--- src/rtl/edge_detector_multi.sv ---
// Multi-channel edge detector: synchroniser, glitch filter, edge pulses, sticky capture and irq.
// All outputs are in the clk domain; reset clears every flop asynchronously.
module edge_detector_multi #(
  parameter int unsigned N_CH        = 8,
  parameter int unsigned SYNC_STAGES = 2,
  parameter int unsigned FILT_CYC    = 4
) (
  input  logic                clk,
  input  logic                reset,
  input  logic [N_CH-1:0]     a_i,
  input  logic [2*N_CH-1:0]   mode_i,
  input  logic [N_CH-1:0]     clr_i,
  output logic [N_CH-1:0]     lvl_o,
  output logic [N_CH-1:0]     rise_o,
  output logic [N_CH-1:0]     fall_o,
  output logic [N_CH-1:0]     evt_o,
  output logic [N_CH-1:0]     ovf_o,
  output logic                irq_o
);

  localparam int unsigned CntW = $clog2(FILT_CYC + 1);
  localparam logic [CntW-1:0] CntMax = CntW'(FILT_CYC - 1);

  logic [N_CH-1:0][SYNC_STAGES-1:0] sync_q, sync_d;
  logic [N_CH-1:0][CntW-1:0]        cnt_q, cnt_d;
  logic [N_CH-1:0]                  s;
  logic [N_CH-1:0]                  f_q, f_d;
  logic [N_CH-1:0]                  update;
  logic [N_CH-1:0]                  rise_q, rise_d;
  logic [N_CH-1:0]                  fall_q, fall_d;
  logic [N_CH-1:0]                  evt_q, evt_d;
  logic [N_CH-1:0]                  ovf_q, ovf_d;
  logic [N_CH-1:0]                  mode_rise, mode_fall;
  logic [N_CH-1:0]                  cap;

  // Synchroniser chain: stage 0 samples the raw input, the top stage feeds the filter.
  always_comb begin
    sync_d = sync_q;
    s      = '0;
    for (int i = 0; i < int'(N_CH); i++) begin
      sync_d[i] = {sync_q[i][SYNC_STAGES-2:0], a_i[i]};
      s[i]      = sync_q[i][SYNC_STAGES-1];
    end
  end

  // Filter: any agreeing cycle restarts the count, so only an unbroken run of
  // FILT_CYC mismatching samples moves the filtered level.
  always_comb begin
    f_d    = f_q;
    cnt_d  = '0;
    update = '0;
    for (int i = 0; i < int'(N_CH); i++) begin
      if (s[i] != f_q[i]) begin
        if (cnt_q[i] == CntMax) begin
          f_d[i]    = s[i];
          update[i] = 1'b1;
        end else begin
          cnt_d[i] = cnt_q[i] + CntW'(1);
        end
      end
    end
  end

  always_comb begin
    rise_d = update & s;
    fall_d = update & ~s;
  end

  always_comb begin
    mode_rise = '0;
    mode_fall = '0;
    for (int i = 0; i < int'(N_CH); i++) begin
      mode_rise[i] = mode_i[2*i];
      mode_fall[i] = mode_i[2*i+1];
    end
  end

  // A capture wins over a simultaneous clear; an overflow needs an event already pending
  // and is suppressed when the clear lands on the same cycle.
  always_comb begin
    cap   = (rise_q & mode_rise) | (fall_q & mode_fall);
    evt_d = cap | (evt_q & ~clr_i);
    ovf_d = (cap & evt_q & ~clr_i) | (ovf_q & ~clr_i);
  end

  always_ff @(posedge clk or posedge reset) begin
    if (reset) begin
      sync_q <= '0;
      cnt_q  <= '0;
      f_q    <= '0;
      rise_q <= '0;
      fall_q <= '0;
      evt_q  <= '0;
      ovf_q  <= '0;
    end else begin
      sync_q <= sync_d;
      cnt_q  <= cnt_d;
      f_q    <= f_d;
      rise_q <= rise_d;
      fall_q <= fall_d;
      evt_q  <= evt_d;
      ovf_q  <= ovf_d;
    end
  end

  assign lvl_o  = f_q;
  assign rise_o = rise_q;
  assign fall_o = fall_q;
  assign evt_o  = evt_q;
  assign ovf_o  = ovf_q;
  assign irq_o  = |evt_q;

endmodule

--- config.mk ---
export PLATFORM = sky130hd
export DESIGN_NAME = edge_detector_multi
export DESIGN_NICKNAME = d
export VERILOG_FILES = /design/src/rtl/edge_detector_multi.sv
export SDC_FILE = /design/constraint.sdc
export NUM_CORES = 1
export LEC_CHECK = 0
export BUFFER_PORTS_ARGS = -buffer_cell sky130_fd_sc_hd__buf_2
export CAP_MARGIN = 10
export CORE_UTILIZATION = 56
export CTS_CLUSTER_DIAMETER = 200
export DETAILED_ROUTE_END_ITERATION = 7
export PLACE_DENSITY = 0.84
export SLEW_MARGIN = 40
export SYNTH_ARGS = -nofsm -noshare
export SYNTH_HDL_FRONTEND = slang
export SYNTH_SLANG_ARGS = --single-unit
--- constraint.sdc ---
create_clock -name clk -period 4.6 [get_ports clk]
set_clock_uncertainty 0.2 [all_clocks]
set_input_delay 0.69 -clock clk [delete_from_list [all_inputs] [get_ports clk]]
set_output_delay 0.69 -clock clk [all_outputs]
set_load 0.02 [all_outputs]
==> results by group <==
Finish
  – Final nets: 324
  – Share of layout cells above drive strength 1: 38.2%
  – Final non-filler cell total: between 300 and 400
  – Antenna diodes: 0
  – Design area: 0.00359 mm²
  – Layout area overhead: 23.0%

Global routing
  – Vias in the first global route: roughly 1,700
  – Initial antenna violation count: 0
  – First-pass GRT wire length: 7490 µm
  – Largest net degree at the start of global routing: 47
  – Total Routing Usage GR: 19.2%
  – GR Overflow Total: 0

Clock network
  – Post-CTS Hold Buffers: 0
  – CTS clk-pin slew, worst paths: 0.07 ns
  – Post-CTS sizing: 0
  – CTS buffer count: 9
  – CTS tree: built
  – Clock Tree Buf Depth: 2
  – Worst-Skew Late Latency: around 0.34 ns
  – Root Buffer: clkbuf_8
  – Clk sinks: 80
  – Post-CTS Setup Bufs: 0
  – H-tree Lvls: 3

Power
  – Sequential power share: 48.1%
  – Maximum vdd drop: roughly 300 µV
  – Power per cell area: 525 mW/mm²
  – Comb pwr share: a little under a quarter
  – P_sw: 0.548 mW
  – Clock power share: ~29%
  – Leakage: 1.90 nW
  – Switching part of the total: roughly 29%
  – Internal power: 1.34 mW

STA
  – Unrepaired setup endpoints after global routing: false
  – Final setup vio count: 0
  – Worst slew margin: 64.5%
  – Min cycle time layout: 2.28 ns
  – Max Slew Vio Count: 0
  – Final period utilization: between 40% and 50%
  – Setup TNS: 0 ns
  – Final hold vios: 0
  – Max Fclk: 0.439 GHz
  – Setup ws final: 2.32 ns
  – Tightest Pin Transition: 0.533 ns

Synthesis
  – Seq/Total Area, Yosys: 68.6%
  – Post-synth cell types: 18
  – Synthesized area: about 0.0029 mm²
  – Syn avg cell area: between 10 and 15 µm²
  – Flops & latches, synth: 80
  – Post-Syn Instances: 196
  – Syn_nets: ~240
  – Synth Warn #: 0
  – Number of enable flip-flop cells after synthesis: 0
  – Top-count cell post-synth: dfrtp_1
  – Share of the synthesized area in the top cell type: approximately two thirds
  – Yosys top cell by area: dfrtp_1
  – Main flop type after synthesis: dfrtp_1
  – Top cells by area, synth: dfrtp_1 69%, nor3b_1 3.9%, and3b_1 3.6%
  – Post-synthesis async set-or-reset flop share: 100%
  – Synth top cells by count: 80 x dfrtp_1, 15 x nor3b_1, 12 x and3b_1

Setup path
  – Crit-path cells: nor4_1 > nand2_1 > buf_2
  – Worst-path fanout max: 3
  – Required time of the critical path: 3.71 ns
  – CP max stage cell: nor4_1
  – Crit end category: output pin
  – Setup CP Type: register to output pin
  – Critical R2R Launch: cnt_q[9]$_DFF_PP0_
  – CP max stage delay: 0.41 ns
  – Startpoint types: register
  – Critical Path Source: evt_o[6]$_DFF_PP0_
  – Worst EP arrival: 1.39 ns

Run status
  – Status: finished, final reports clean

Worst hold path
  – Hold Path Origin: sync_d[9]$_DFF_PP0_
  – HP Class: register to register

Place
  – Place WS: around 2.6 ns
  – Placed Area: roughly 0.0034 mm²
  – RePlAce Congestion: 0.773
  – Port bufs: 74
  – Dpl hpwl: 3410 µm
  – DP Cell Count: 338

Detailed routing
  – ANT nets after route: 0
  – Routed WL: around 4800 µm
  – Pre-antenna DRT Iters: 6
  – DR WL/cell: between 10 and 15 µm
  – DRC Markers: 0
  – Via density: approximately 5.0
  – Via count: 1,777
  – Drt initial violations: between 100 and 150

Job
  – Max Cap Viol: 0

Floorplanning
  – Initial Utilization: 59.8%
  – Core area: 0.00488 mm²
  – Die height: about 74 µm
  – Die extent in x: 74.2 µm
  – Row Count: 25
  – I/O pin total: 75
  – Die area: around 0.0055 mm²
-- worst max-delay path, delay by kind of cell (launching register included) --
kind | cells | cell delay (ns)
buffers and inverters | 1 | 0.17
and+or+nand+nor | 2 | 0.50
DFF | 1 | 0.39
-- cells by family after synthesis --
group           Yosys count  share of synthesized area (%)
mux                       8                           3.09
buf+inv                   9                           1.16
simple gates             67                           17.5
compound gates           16                           3.78
flops                    80                           68.6
xor+xnor                  8                           2.40
fa+ha+maj                 8                           3.43
-- routing by layer --
metal	routed length (µm)	track usage (%)
met5	0	0
met4	138	13.0
met1	2200	24.6
met2	2140	28.7
met3	314	5.56
-- area by class of cell --
| type | instances | area (µm²) |
|---|---|---|
| flip-flops and latches | 80 | 2000 |
| well taps | 67 | 83.8 |
| clock inverters | 4 | 70.1 |
| fillers | 339 | 1290 |
| repair buffers | 75 | 378 |
| clock buffers | 10 | 138 |
| multi-input cells | 107 | 881 |
| inverters | 9 | 36.3 |
-- power by group through the flow --
stage	clock [mW]	sequential [mW]	combinational (mW)
2_1_floorplan	0	0.971	0.243
3_3_place_gp	0	0.912	0.422
3_5_place_dp	0	0.920	0.438
4_1_cts	0.555	0.907	0.441
5_1_grt	0.584	0.923	0.481
6_report	0.544	0.906	0.434
-- final timing paths --
check / endpoint / slack [ns] / cells after the start
worst max register to register: lvl_o[3]$_DFFE_PP0P_ / 3.18 / 3
worst min-delay path: s[4]$_DFF_PP0_ / 0.15 / 0
worst max-delay path: irq_o / 2.32 / 3
min in group asynchronous: fall_o[5]$_DFF_PP0_ / 0.20 / 2
worst min register to register: s[4]$_DFF_PP0_ / 0.15 / 0
max in group asynchronous: evt_o[0]$_DFF_PP0_ / 3.17 / 3
-- flip-flops by register name (all words and copies together) (netlist names) --
| signal | flops |
|---|---|
| cnt_q | 24 |
| evt_o | 8 |
| fall_o | 8 |
| lvl_o | 8 |
| ovf_o | 8 |
| rise_o | 8 |
| s | 8 |
| sync_d | 8 |
-- placed cells by master (no fill, tap or decap), drive strengths merged, types with 7 or more instances in the layout --
cell type	count
a22oi	8
mux2	8
ha	8
xnor2	8
nor2b	10
dfrtp	80
and3b	14
inv	9
buf	75
nor3	7
clkbuf	10
nor3b	16
nand2	9
o22ai	8
nand2b	9
-- metrics by stage --
stage	hold slack [ns]	util [%]	total power [mW]
after floorplan	0.131	-	1.21
after global placement	0.132	69.3	1.33
after detailed placement	0.135	69.3	1.36
after CTS	0.151	73.5	1.90
after global routing	0.155	73.5	1.99
final	0.150	73.5	1.88
Note: power is estimated with default switching activity, not from simulation.
